--- config.mk ---
export PLATFORM = sky130hd
export DESIGN_NAME = countdown_ctrl_flat
export DESIGN_NICKNAME = d
export VERILOG_FILES = /design/src/rtl/countdown_ctrl_if.sv /design/src/rtl/countdown_ctrl.sv /design/src/flat_wrapper.sv
export SDC_FILE = /design/constraint.sdc
export NUM_CORES = 1
export LEC_CHECK = 0
export CAP_MARGIN = 20
export CORE_UTILIZATION = 45
export DETAILED_ROUTE_END_ITERATION = 12
export PLACE_DENSITY = 0.78
export SLEW_MARGIN = 20
export SYNTH_ARGS = -nofsm -noshare
export SYNTH_HDL_FRONTEND = slang
export SYNTH_SLANG_ARGS = --single-unit
--- constraint.sdc ---
create_clock -name CP -period 1.94 [get_ports CP]
set_input_delay 0.194 -clock CP [delete_from_list [all_inputs] [get_ports CP]]
set_output_delay 0.194 -clock CP [all_outputs]
set_load 0.02 [all_outputs]
--- src/rtl/countdown_ctrl_if.sv ---
// Key, tick and datapath signals of the countdown controller.
// master: the controller side; slave: the key block / datapath side.
interface countdown_ctrl_if;
  logic       TICK;
  logic       ZERO;
  logic       KEY_SET;
  logic       KEY_INC;
  logic       KEY_START;
  logic       KEY_STOP;
  logic [7:0] D_H;
  logic [7:0] D_M;
  logic [7:0] D_S;
  logic       PE;
  logic       CE;
  logic       CLR;
  logic       RING;
  logic [1:0] FIELD;

  modport master (
    input  TICK, ZERO, KEY_SET, KEY_INC, KEY_START, KEY_STOP,
    output D_H, D_M, D_S, PE, CE, CLR, RING, FIELD
  );

  modport slave (
    output TICK, ZERO, KEY_SET, KEY_INC, KEY_START, KEY_STOP,
    input  D_H, D_M, D_S, PE, CE, CLR, RING, FIELD
  );
endinterface

--- src/rtl/countdown_ctrl.sv ---
// Moore controller for the BCD HH:MM:SS countdown timer: preset editing,
// datapath load/enable/clear sequencing and a self-stopping expiry alarm.
module countdown_ctrl #(
  parameter int unsigned RING_TICKS = 60,
  parameter logic [7:0]  H_MAX      = 8'h23,
  parameter logic [7:0]  M_MAX      = 8'h59,
  parameter logic [7:0]  S_MAX      = 8'h59
) (
  input  logic              CP,
  input  logic              CR,
  countdown_ctrl_if.master  bus
);

  typedef enum logic [3:0] {
    ST_IDLE  = 4'd0,
    ST_SET_H = 4'd1,
    ST_SET_M = 4'd2,
    ST_SET_S = 4'd3,
    ST_LOAD  = 4'd4,
    ST_RUN   = 4'd5,
    ST_PAUSE = 4'd6,
    ST_ALARM = 4'd7,
    ST_ABORT = 4'd8
  } state_t;

  localparam logic [7:0] RING_LAST = 8'(RING_TICKS - 1);

  state_t     state_q, state_d;
  logic [7:0] d_h_q, d_h_d;
  logic [7:0] d_m_q, d_m_d;
  logic [7:0] d_s_q, d_s_d;
  logic [7:0] ring_cnt_q, ring_cnt_d;

  // Keys after priority arbitration: at most one of these is high.
  logic key_stop, key_start, key_set, key_inc;
  logic preset_zero;

  // BCD increment with wrap from the field maximum back to 00.
  function automatic logic [7:0] bcd_inc(input logic [7:0] v, input logic [7:0] vmax);
    if (v == vmax)
      return 8'h00;
    else if (v[3:0] == 4'h9)
      return {v[7:4] + 4'h1, 4'h0};
    else
      return {v[7:4], v[3:0] + 4'h1};
  endfunction

  // Key arbitration STOP > START > SET > INC and preset-empty detect.
  always_comb begin
    key_stop    = bus.KEY_STOP;
    key_start   = bus.KEY_START & ~bus.KEY_STOP;
    key_set     = bus.KEY_SET & ~bus.KEY_START & ~bus.KEY_STOP;
    key_inc     = bus.KEY_INC & ~bus.KEY_SET & ~bus.KEY_START & ~bus.KEY_STOP;
    preset_zero = ((d_h_q | d_m_q | d_s_q) == 8'h00);
  end

  // State, preset and ring-counter registers.
  always_ff @(posedge CP or negedge CR) begin
    if (!CR) begin
      state_q    <= ST_IDLE;
      d_h_q      <= 8'h00;
      d_m_q      <= 8'h00;
      d_s_q      <= 8'h00;
      ring_cnt_q <= 8'h00;
    end else begin
      state_q    <= state_d;
      d_h_q      <= d_h_d;
      d_m_q      <= d_m_d;
      d_s_q      <= d_s_d;
      ring_cnt_q <= ring_cnt_d;
    end
  end

  // Next-state, preset editing and alarm duration counting.
  always_comb begin
    state_d    = state_q;
    d_h_d      = d_h_q;
    d_m_d      = d_m_q;
    d_s_d      = d_s_q;
    ring_cnt_d = ring_cnt_q;
    unique case (state_q)
      ST_IDLE: begin
        if (key_set)
          state_d = ST_SET_H;
        else if (key_start && !preset_zero)
          state_d = ST_LOAD;
      end
      ST_SET_H: begin
        if (key_stop)     state_d = ST_IDLE;
        else if (key_set) state_d = ST_SET_M;
        else if (key_inc) d_h_d   = bcd_inc(d_h_q, H_MAX);
      end
      ST_SET_M: begin
        if (key_stop)     state_d = ST_IDLE;
        else if (key_set) state_d = ST_SET_S;
        else if (key_inc) d_m_d   = bcd_inc(d_m_q, M_MAX);
      end
      ST_SET_S: begin
        if (key_stop)     state_d = ST_IDLE;
        else if (key_set) state_d = ST_IDLE;
        else if (key_inc) d_s_d   = bcd_inc(d_s_q, S_MAX);
      end
      ST_LOAD: state_d = ST_RUN;
      ST_RUN: begin
        if (key_stop) begin
          state_d = ST_ABORT;
        end else if (bus.ZERO) begin
          state_d    = ST_ALARM;
          ring_cnt_d = 8'h00;
        end else if (key_start) begin
          state_d = ST_PAUSE;
        end
      end
      ST_PAUSE: begin
        if (key_stop)       state_d = ST_ABORT;
        else if (key_start) state_d = ST_RUN;
      end
      ST_ALARM: begin
        if (key_stop || key_start) begin
          state_d = ST_IDLE;
        end else if (bus.TICK) begin
          if (ring_cnt_q == RING_LAST)
            state_d = ST_IDLE;
          else
            ring_cnt_d = ring_cnt_q + 8'd1;
        end
      end
      ST_ABORT: state_d = ST_IDLE;
      default:  state_d = ST_IDLE;
    endcase
  end

  // Moore outputs decoded purely from the registered state and preset.
  always_comb begin
    bus.D_H   = d_h_q;
    bus.D_M   = d_m_q;
    bus.D_S   = d_s_q;
    bus.PE    = (state_q == ST_LOAD);
    bus.CE    = (state_q == ST_RUN);
    bus.CLR   = (state_q == ST_ABORT);
    bus.RING  = (state_q == ST_ALARM);
    bus.FIELD = 2'd0;
    if (state_q == ST_SET_H) bus.FIELD = 2'd1;
    if (state_q == ST_SET_M) bus.FIELD = 2'd2;
    if (state_q == ST_SET_S) bus.FIELD = 2'd3;
  end

endmodule
--- src/flat_wrapper.sv ---
// flat-port wrapper written by rule: the top's interface ports become plain ports
module countdown_ctrl_flat 
#(
  parameter int unsigned RING_TICKS = 60,
  parameter logic [7:0]  H_MAX      = 8'h23,
  parameter logic [7:0]  M_MAX      = 8'h59,
  parameter logic [7:0]  S_MAX      = 8'h59
)
  (CP, CR, bus_TICK, bus_ZERO, bus_KEY_SET, bus_KEY_INC, bus_KEY_START, bus_KEY_STOP, bus_D_H, bus_D_M, bus_D_S, bus_PE, bus_CE, bus_CLR, bus_RING, bus_FIELD);
  countdown_ctrl_if bus_i ();
  input  logic CP;
  input  logic CR;
  input wire logic [$bits(bus_i.TICK)-1:0] bus_TICK;
  input wire logic [$bits(bus_i.ZERO)-1:0] bus_ZERO;
  input wire logic [$bits(bus_i.KEY_SET)-1:0] bus_KEY_SET;
  input wire logic [$bits(bus_i.KEY_INC)-1:0] bus_KEY_INC;
  input wire logic [$bits(bus_i.KEY_START)-1:0] bus_KEY_START;
  input wire logic [$bits(bus_i.KEY_STOP)-1:0] bus_KEY_STOP;
  output wire logic [$bits(bus_i.D_H)-1:0] bus_D_H;
  output wire logic [$bits(bus_i.D_M)-1:0] bus_D_M;
  output wire logic [$bits(bus_i.D_S)-1:0] bus_D_S;
  output wire logic [$bits(bus_i.PE)-1:0] bus_PE;
  output wire logic [$bits(bus_i.CE)-1:0] bus_CE;
  output wire logic [$bits(bus_i.CLR)-1:0] bus_CLR;
  output wire logic [$bits(bus_i.RING)-1:0] bus_RING;
  output wire logic [$bits(bus_i.FIELD)-1:0] bus_FIELD;
  assign bus_i.TICK = bus_TICK;
  assign bus_i.ZERO = bus_ZERO;
  assign bus_i.KEY_SET = bus_KEY_SET;
  assign bus_i.KEY_INC = bus_KEY_INC;
  assign bus_i.KEY_START = bus_KEY_START;
  assign bus_i.KEY_STOP = bus_KEY_STOP;
  assign bus_D_H = bus_i.D_H;
  assign bus_D_M = bus_i.D_M;
  assign bus_D_S = bus_i.D_S;
  assign bus_PE = bus_i.PE;
  assign bus_CE = bus_i.CE;
  assign bus_CLR = bus_i.CLR;
  assign bus_RING = bus_i.RING;
  assign bus_FIELD = bus_i.FIELD;
  countdown_ctrl #(.RING_TICKS(RING_TICKS), .H_MAX(H_MAX), .M_MAX(M_MAX), .S_MAX(S_MAX)) u_core (.CP(CP), .CR(CR), .bus(bus_i));
endmodule
==> out/results.tsv, run 1 <==
stage	metric	value	unit
status	outcome	completed	
critical_path	Buf/Inv on CP	1	
routing	final WL	5430	µm
synthesis	Synth area leader	dfrtp_1	
clock_tree	clock latency on the worst-skew pair	0.30	ns
synthesis	Syn. warnings	0	
die	die width	72.2	µm
synthesis	Yosys top cell area share	0.406	
timing	Final WS setup	0.0583	ns
synthesis	sequential area share after synthesis	0.406	
layout	Multi-input gate area	1240	µm²
placed_design	hpwl dp	3940	µm
die	Die Ht	72.2	µm
power_and_ir_drop	Peak VDD IR	464	µV
synthesis	Post-Syn Area	2220	µm²
placed_design	Post-DP Area	2870	µm²
routing	DRC viols	0	
timing	clock skew	0.00563	ns
die	Die ar.	5210	µm²
critical_path	WS Path Type	flop to flop	
layout	antenna diode count	0	
timing	f_max	531	MHz
layout	layout cells sized above 1	0.162	
timing	worst hold margin	0.300	ns
placed_design	pre-CTS setup slack	-0.234	ns
synthesis	number of synthesized flops with an enable pin	0	
layout	synthesis-to-finish area growth	34.2	%
power_and_ir_drop	PwrDens	870	nW/µm²
clock_tree	clk slew on worst S/H paths	0.07	ns
timing	Post-Route Setup TNS	0	ns
timing	Final Cycle Share	0.970	
synthesis	Post-Syn Instances	246	
synthesis	Syn Area/Cell	9.02	µm²
synthesis	asr flop ratio synth	1.00	
clock_tree	CTS tree	built	
die	Core Area	4720	µm²
routing	wire per inst	14.2	µm
job	MaxCap Viol Count	0	
critical_path	worst endpoint required time	2.13	ns
die	I/O pin count	38	
critical_path	critical path capture point type	flop	
timing	RSZ-0062 raised after global routing	no	
routing	1st-iter DRT viols	152	
power_and_ir_drop	clock power share	0.216	
critical_path	Crit path largest cell delay	0.48	ns
critical_path	CP max FO	3	
timing	Slew headroom	0.687	
clock_tree	clock sinks	36	
grt	total track usage	0.229	
power_and_ir_drop	net switching fraction of the power	0.386	
routing	vias per inst	5.49	
synthesis	Primary FF master, synth	dfrtp_1	
power_and_ir_drop	power share of the combinational group	0.384	
routing	DR vias	2099	
placed_design	number of I/O port buffers	37	
routing	Post-DRT Antenna Nets	0	
die	initial core utilization	0.470	
synthesis	syn_nets	267	
grt	first-pass GRT wire length	9110	µm
worst_hold_path	min-delay worst type	input port to async pin	
clock_tree	CTS root buf	clkbuf_8	
grt	total gr overflow	0	
critical_path	critical path's slowest cell	a2111oi_1	
layout	fin cells	382	
layout	fin nets	335	
die	row count	25	
placed_design	Final GP Congestion	0.922	
power_and_ir_drop	Int Pwr	1.59	mW
clock_tree	CTS max path bufs	2	
synthesis	Seq cells post-synth	36	
critical_path	CP delay by family, top	compound AO/OA/AOI/OAI gates	
placed_design	placed cells	374	
synthesis	dominant cells by area after synthesis	dfrtp_1 (41%), ha_1 (7.3%), o21ai_0 (4.7%)	
critical_path	CP cell instances	ha_1 -> or4b_4 -> o21ai_2 -> buf_4 -> a2111oi_1 -> xnor2_1 -> nor2_1	
power_and_ir_drop	Psw	0.999	mW
clock_tree	Num CTS Buffers	5	
timing	Max Slew Vio Count	0	
critical_path	WP data arrival	2.07	ns
routing	First-pass DRT Iterations	6	
layout	Post-Layout Inst Area	2980	µm²
clock_tree	H-Tree Depth	2	
timing	Worst Max-Slew Pin Slew	0.469	ns
layout	Sequential Area	901	µm²
grt	initial antenna violation count	0	
timing	final hold violations	0	
clock_tree	CTS Hold Bufs	0	
critical_path	RR Startpoint	u_core.ring_cnt_q[0]	
grt	maximum number of pins on one net before global-route repair	37	
critical_path	CP Launch Type	flop	
power_and_ir_drop	P_leak	1.36	nW
critical_path	Worst Setup SP	u_core.ring_cnt_q[0]	
clock_tree	Post-CTS Setup Repair Bufs	0	
power_and_ir_drop	Flop pwr share	0.400	
grt	number of global-route vias before repair	2029	
layout	FILL cells	401	
timing	final worst path period need	1.88	ns
synthesis	synth unique cells	46	
timing	Final Setup Violations	0	
[layout make-up]
type / instances / area share
Clock inverter: 2 / 0.00336
Timing Repair Buffer: 67 / 0.199
Sequential cell: 36 / 0.303
Multi-Input combinational cell: 185 / 0.416
Tap cell: 67 / 0.0282
Clock buffer: 6 / 0.0277
Inverter: 19 / 0.0239
[cell families (layout without fill, tap and decap cells)]
| logic type | after synthesis | in the layout | synth area share |
|---|---|---|---|
| AND/OR/NAND/NOR | 101 | 101 | 0.252 |
| AO/OA/AOI/OAI | 59 | 59 | 0.171 |
| flip-flops | 36 | 36 | 0.406 |
| buffers and inverters | 25 | 94 | 0.0462 |
| adder cells (fa/ha/maj) | 13 | 13 | 0.0733 |
| XOR/XNOR | 7 | 7 | 0.0276 |
| multiplexers | 5 | 5 | 0.0237 |
[flip-flops by register name, indices dropped and copies added, names as in the netlist]
| register | count |
|---|---|
| u_core.ring_cnt_q | 8 |
| u_core.bus.D_S | 8 |
| u_core.bus.D_H | 8 |
| u_core.state_q | 4 |
| u_core.bus.D_M | 8 |
[layer usage]
metal / track usage / up-vias / part of all wire
met5: 0 / - / 0
met4: 0.118 / 0 / 0.025
met3: 0.0514 / 12 / 0.039
met2: 0.390 / 34 / 0.49
met1: 0.269 / 1019 / 0.44
li1: - / 1034 / -
[worst register-to-register path, delay by kind of cell (launching register included)]
kind	cells	cell delay, ns
compound gates	2	0.56
flops	1	0.39
simple gates	2	0.27
fa+ha+maj	1	0.23
xor+xnor	1	0.18
buf+inv	1	0.14
[cells in the mapped netlist (2+ instances only)]
| library cell | instances |
|---|---|
| or4_1 | 2 |
| mux2i_1 | 3 |
| nor3_1 | 14 |
| a211oi_1 | 5 |
| nor2_1 | 18 |
| nand3_1 | 8 |
| a2111oi_0 | 3 |
| xnor2_1 | 7 |
| nand4_2 | 2 |
| and3_1 | 3 |
| nand4_1 | 4 |
| o31ai_1 | 6 |
| nor2b_1 | 4 |
| dfrtp_1 | 36 |
| inv_1 | 19 |
| or3_1 | 3 |
| a21o_1 | 6 |
| a21oi_1 | 9 |
| ha_1 | 13 |
| nand2b_1 | 4 |
| clkbuf_1 | 4 |
| nor4_1 | 7 |
| nand2_1 | 23 |
| o21ai_0 | 21 |
[final timing paths]
check | end | slack, ns | cells after the start
worst min-delay path | u_core.state_q[3] | 0.30 | 2
worst min register to register | u_core.bus.D_H[7] | 0.50 | 1
min in group CP | u_core.bus.D_H[7] | 0.50 | 1
worst max register to register | u_core.ring_cnt_q[5] | 0.06 | 7
worst max-delay path | u_core.ring_cnt_q[5] | 0.06 | 7
max in group asynchronous | u_core.bus.D_H[1] | 1.29 | 2
[cell usage in the layout, fill, tap and decap left out, types with 5 or more instances in the layout]
cell,count
ha_1,13
clkdlybuf4s50_1,31
a21o_1,6
inv_1,19
buf_4,30
a21oi_1,9
nor3_1,13
clkbuf_8,6
dlygate4sd2_1,5
a211oi_1,5
xnor2_1,7
o31ai_1,6
dfrtp_1,36
o21ai_0,21
nand3_1,8
nor4_1,7
nand2_1,23
nor2_1,18
[through the flow]
stage / util / total power [mW]
6_report: 0.630 / 2.59
5_1_grt: 0.630 / 2.75
4_1_cts: 0.628 / 2.60
3_5_place_dp: 0.608 / 2.06
3_3_place_gp: 0.608 / 2.02
2_1_floorplan: - / 1.60
[power groups by stage]
| stage | clock network, mW | registers [mW] | logic [mW] |
|---|---|---|---|
| floorplan | 0 | 1.04 | 0.560 |
| CTS | 0.576 | 1.03 | 0.995 |
| global route | 0.610 | 1.06 | 1.09 |
| global placement | 0 | 1.04 | 0.979 |
| detailed placement | 0 | 1.05 | 1.01 |
| finish | 0.559 | 1.04 | 0.995 |
[what timing repair did]
action                                  CTS  global route
endpoints found under the setup margin    7             3
pin swaps                                 1             0
resized for setup                         8             4
(Power assumes the default switching activity.)
==> run 2: changes to the inputs <==
ABC_CLOCK_PERIOD_IN_PS = 1940   (was unset)
CORE_MARGIN = 2   (was unset)
==> out/results.tsv, run 2 (synthesis gave the netlist of run 1 again) <==
stage	metric	value	unit
status	outcome	completed	
placed_design	Final GP Congestion	0.888	
routing	DR vias	2102	
timing	Final Cycle Share	0.945	
timing	f_max	545	MHz
timing	Worst Max-Slew Pin Slew	0.464	ns
placed_design	number of I/O port buffers	37	
grt	gr busiest metal	met2	
clock_tree	Num CTS Buffers	5	
timing	Slew headroom	0.691	
grt	total gr overflow	0	
grt	met1 usage	0.279	
clock_tree	clock sinks	36	
layout	commonest non-fill, non-tap cell in the layout	dfrtp_1	
critical_path	CP Launch Type	flop	
critical_path	WS Path Type	flop to flop	
timing	Final WS setup	0.107	ns
die	row count	25	
timing	Final Setup Violations	0	
die	Core Area	4720	µm²
layout	final core occ	0.650	
layout	synthesis-to-finish area growth	38.4	%
clock_tree	CTS max path bufs	2	
routing	wire per inst	14.3	µm
clock_tree	clk slew on worst S/H paths	0.08	ns
clock_tree	CTS tree	built	
layout	most frequent cells in the layout	dfrtp_1 (36), buf_4 (32), clkdlybuf4s50_1 (30)	
grt	met2 Usage GRT	0.369	
layout	Multi-input gate area	1240	µm²
grt	total track usage	0.216	
layout	Sequential Area	901	µm²
clock_tree	CTS root buf	clkbuf_8	
die	Die ar.	5510	µm²
routing	vias per inst	5.47	
clock_tree	clock latency on the worst-skew pair	0.29	ns
die	Die Ht	74.2	µm
critical_path	CP max FO	5	
routing	Post-DRT Antenna Nets	0	
die	I/O pin count	38	
placed_design	hpwl dp	4050	µm
layout	fin nets	337	
clock_tree	H-Tree Depth	2	
critical_path	critical path capture point type	flop	
placed_design	pre-CTS setup slack	-0.255	ns
critical_path	critical path's slowest cell	or4b_4	
critical_path	Crit path largest cell delay	0.50	ns
power_and_ir_drop	PwrDens	969	nW/µm²
grt	maximum number of pins on one net before global-route repair	37	
layout	FILL cells	392	
critical_path	WP data arrival	2.02	ns
power_and_ir_drop	Peak VDD IR	507	µV
timing	clock skew	0.00824	ns
routing	DRC viols	0	
grt	met3 Usage GRT	0.0461	
job	MaxCap Viol Count	0	
critical_path	CP cell instances	ha_1 -> or4b_4 -> o21ai_4 -> a2111oi_1 -> buf_4 -> xnor2_1 -> nor2_1	
routing	First-pass DRT Iterations	4	
layout	layout cells sized above 1	0.167	
grt	first-pass GRT wire length	9250	µm
placed_design	Post-DP Area	2890	µm²
grt	initial antenna violation count	0	
die	initial core utilization	0.470	
timing	final worst path period need	1.83	ns
timing	RSZ-0062 raised after global routing	no	
grt	number of global-route vias before repair	2046	
routing	final WL	5490	µm
worst_hold_path	min-delay worst type	input port to async pin	
layout	antenna diode count	0	
critical_path	worst endpoint required time	2.13	ns
timing	final hold violations	0	
routing	1st-iter DRT viols	140	
power_and_ir_drop	P_leak	1.41	nW
timing	Max Slew Vio Count	0	
layout	Post-Layout Inst Area	3070	µm²
die	die width	74.2	µm
clock_tree	Post-CTS Setup Repair Bufs	0	
-- run 2: critical path: cells and delay by family (launching register included) --
family / cells / cell delay, ns
flip-flops: 1 / 0.37
XOR/XNOR: 1 / 0.13
buffers and inverters: 1 / 0.15
AND/OR/NAND/NOR: 2 / 0.55
adder cells (fa/ha/maj): 1 / 0.21
AO/OA/AOI/OAI: 2 / 0.31
-- run 2: through the flow --
step	total power, mW	hold slack (ns)	TNS (ns)	std cells
after CTS	2.98	0.340	0	384
after global placement	2.03	0.489	-1.20	376
final	2.97	0.314	0	384
after global routing	3.14	0.369	0	384
after detailed placement	2.06	0.498	-2.28	376
after floorplan	1.60	-0.102	0	246
-- run 2: power by group --
group | switching, mW | internal [mW] | leakage, nW | total [mW]
Combinational | 0.560 | 0.464 | 0.863 | 1.02
Sequential | 0.156 | 0.860 | 0.468 | 1.02
Clock | 0.291 | 0.643 | 0.0784 | 0.934
Total | 1.01 | 1.97 | 1.41 | 2.97
-- run 2: per-layer routing --
layer,up-vias,wire (µm)
met5,-,0
met4,0,57
met3,9,252
met2,51,2710
met1,1006,2470
li1,1036,-
-- run 2: layout make-up --
class	count	area share
clock buffers	5	0.0224
clock inverters	3	0.0294
inverters	19	0.0232
multi-input cells	185	0.406
flip-flops and latches	36	0.294
well taps	67	0.0273
repair buffers	69	0.199
-- run 2: worst paths after layout --
check | startpoint | to | slack (ns) | cells past startpoint
max | u_core.ring_cnt_q[0] | u_core.ring_cnt_q[7] | 0.11 | 7
max in group asynchronous | CR | u_core.bus.D_M[4] | 1.29 | 2
max reg2reg | u_core.ring_cnt_q[0] | u_core.ring_cnt_q[7] | 0.11 | 7
min reg2reg | u_core.bus.D_H[7] | u_core.bus.D_H[7] | 0.52 | 1
min | CR | u_core.state_q[0] | 0.31 | 2
min in group CP | bus_KEY_STOP | u_core.state_q[0] | 0.46 | 4
-- run 2: what timing repair did --
item                       in CTS  in global routing
setup endpoints to repair      12                  7
resized for setup               7                  8
hold buffers                    0                  0
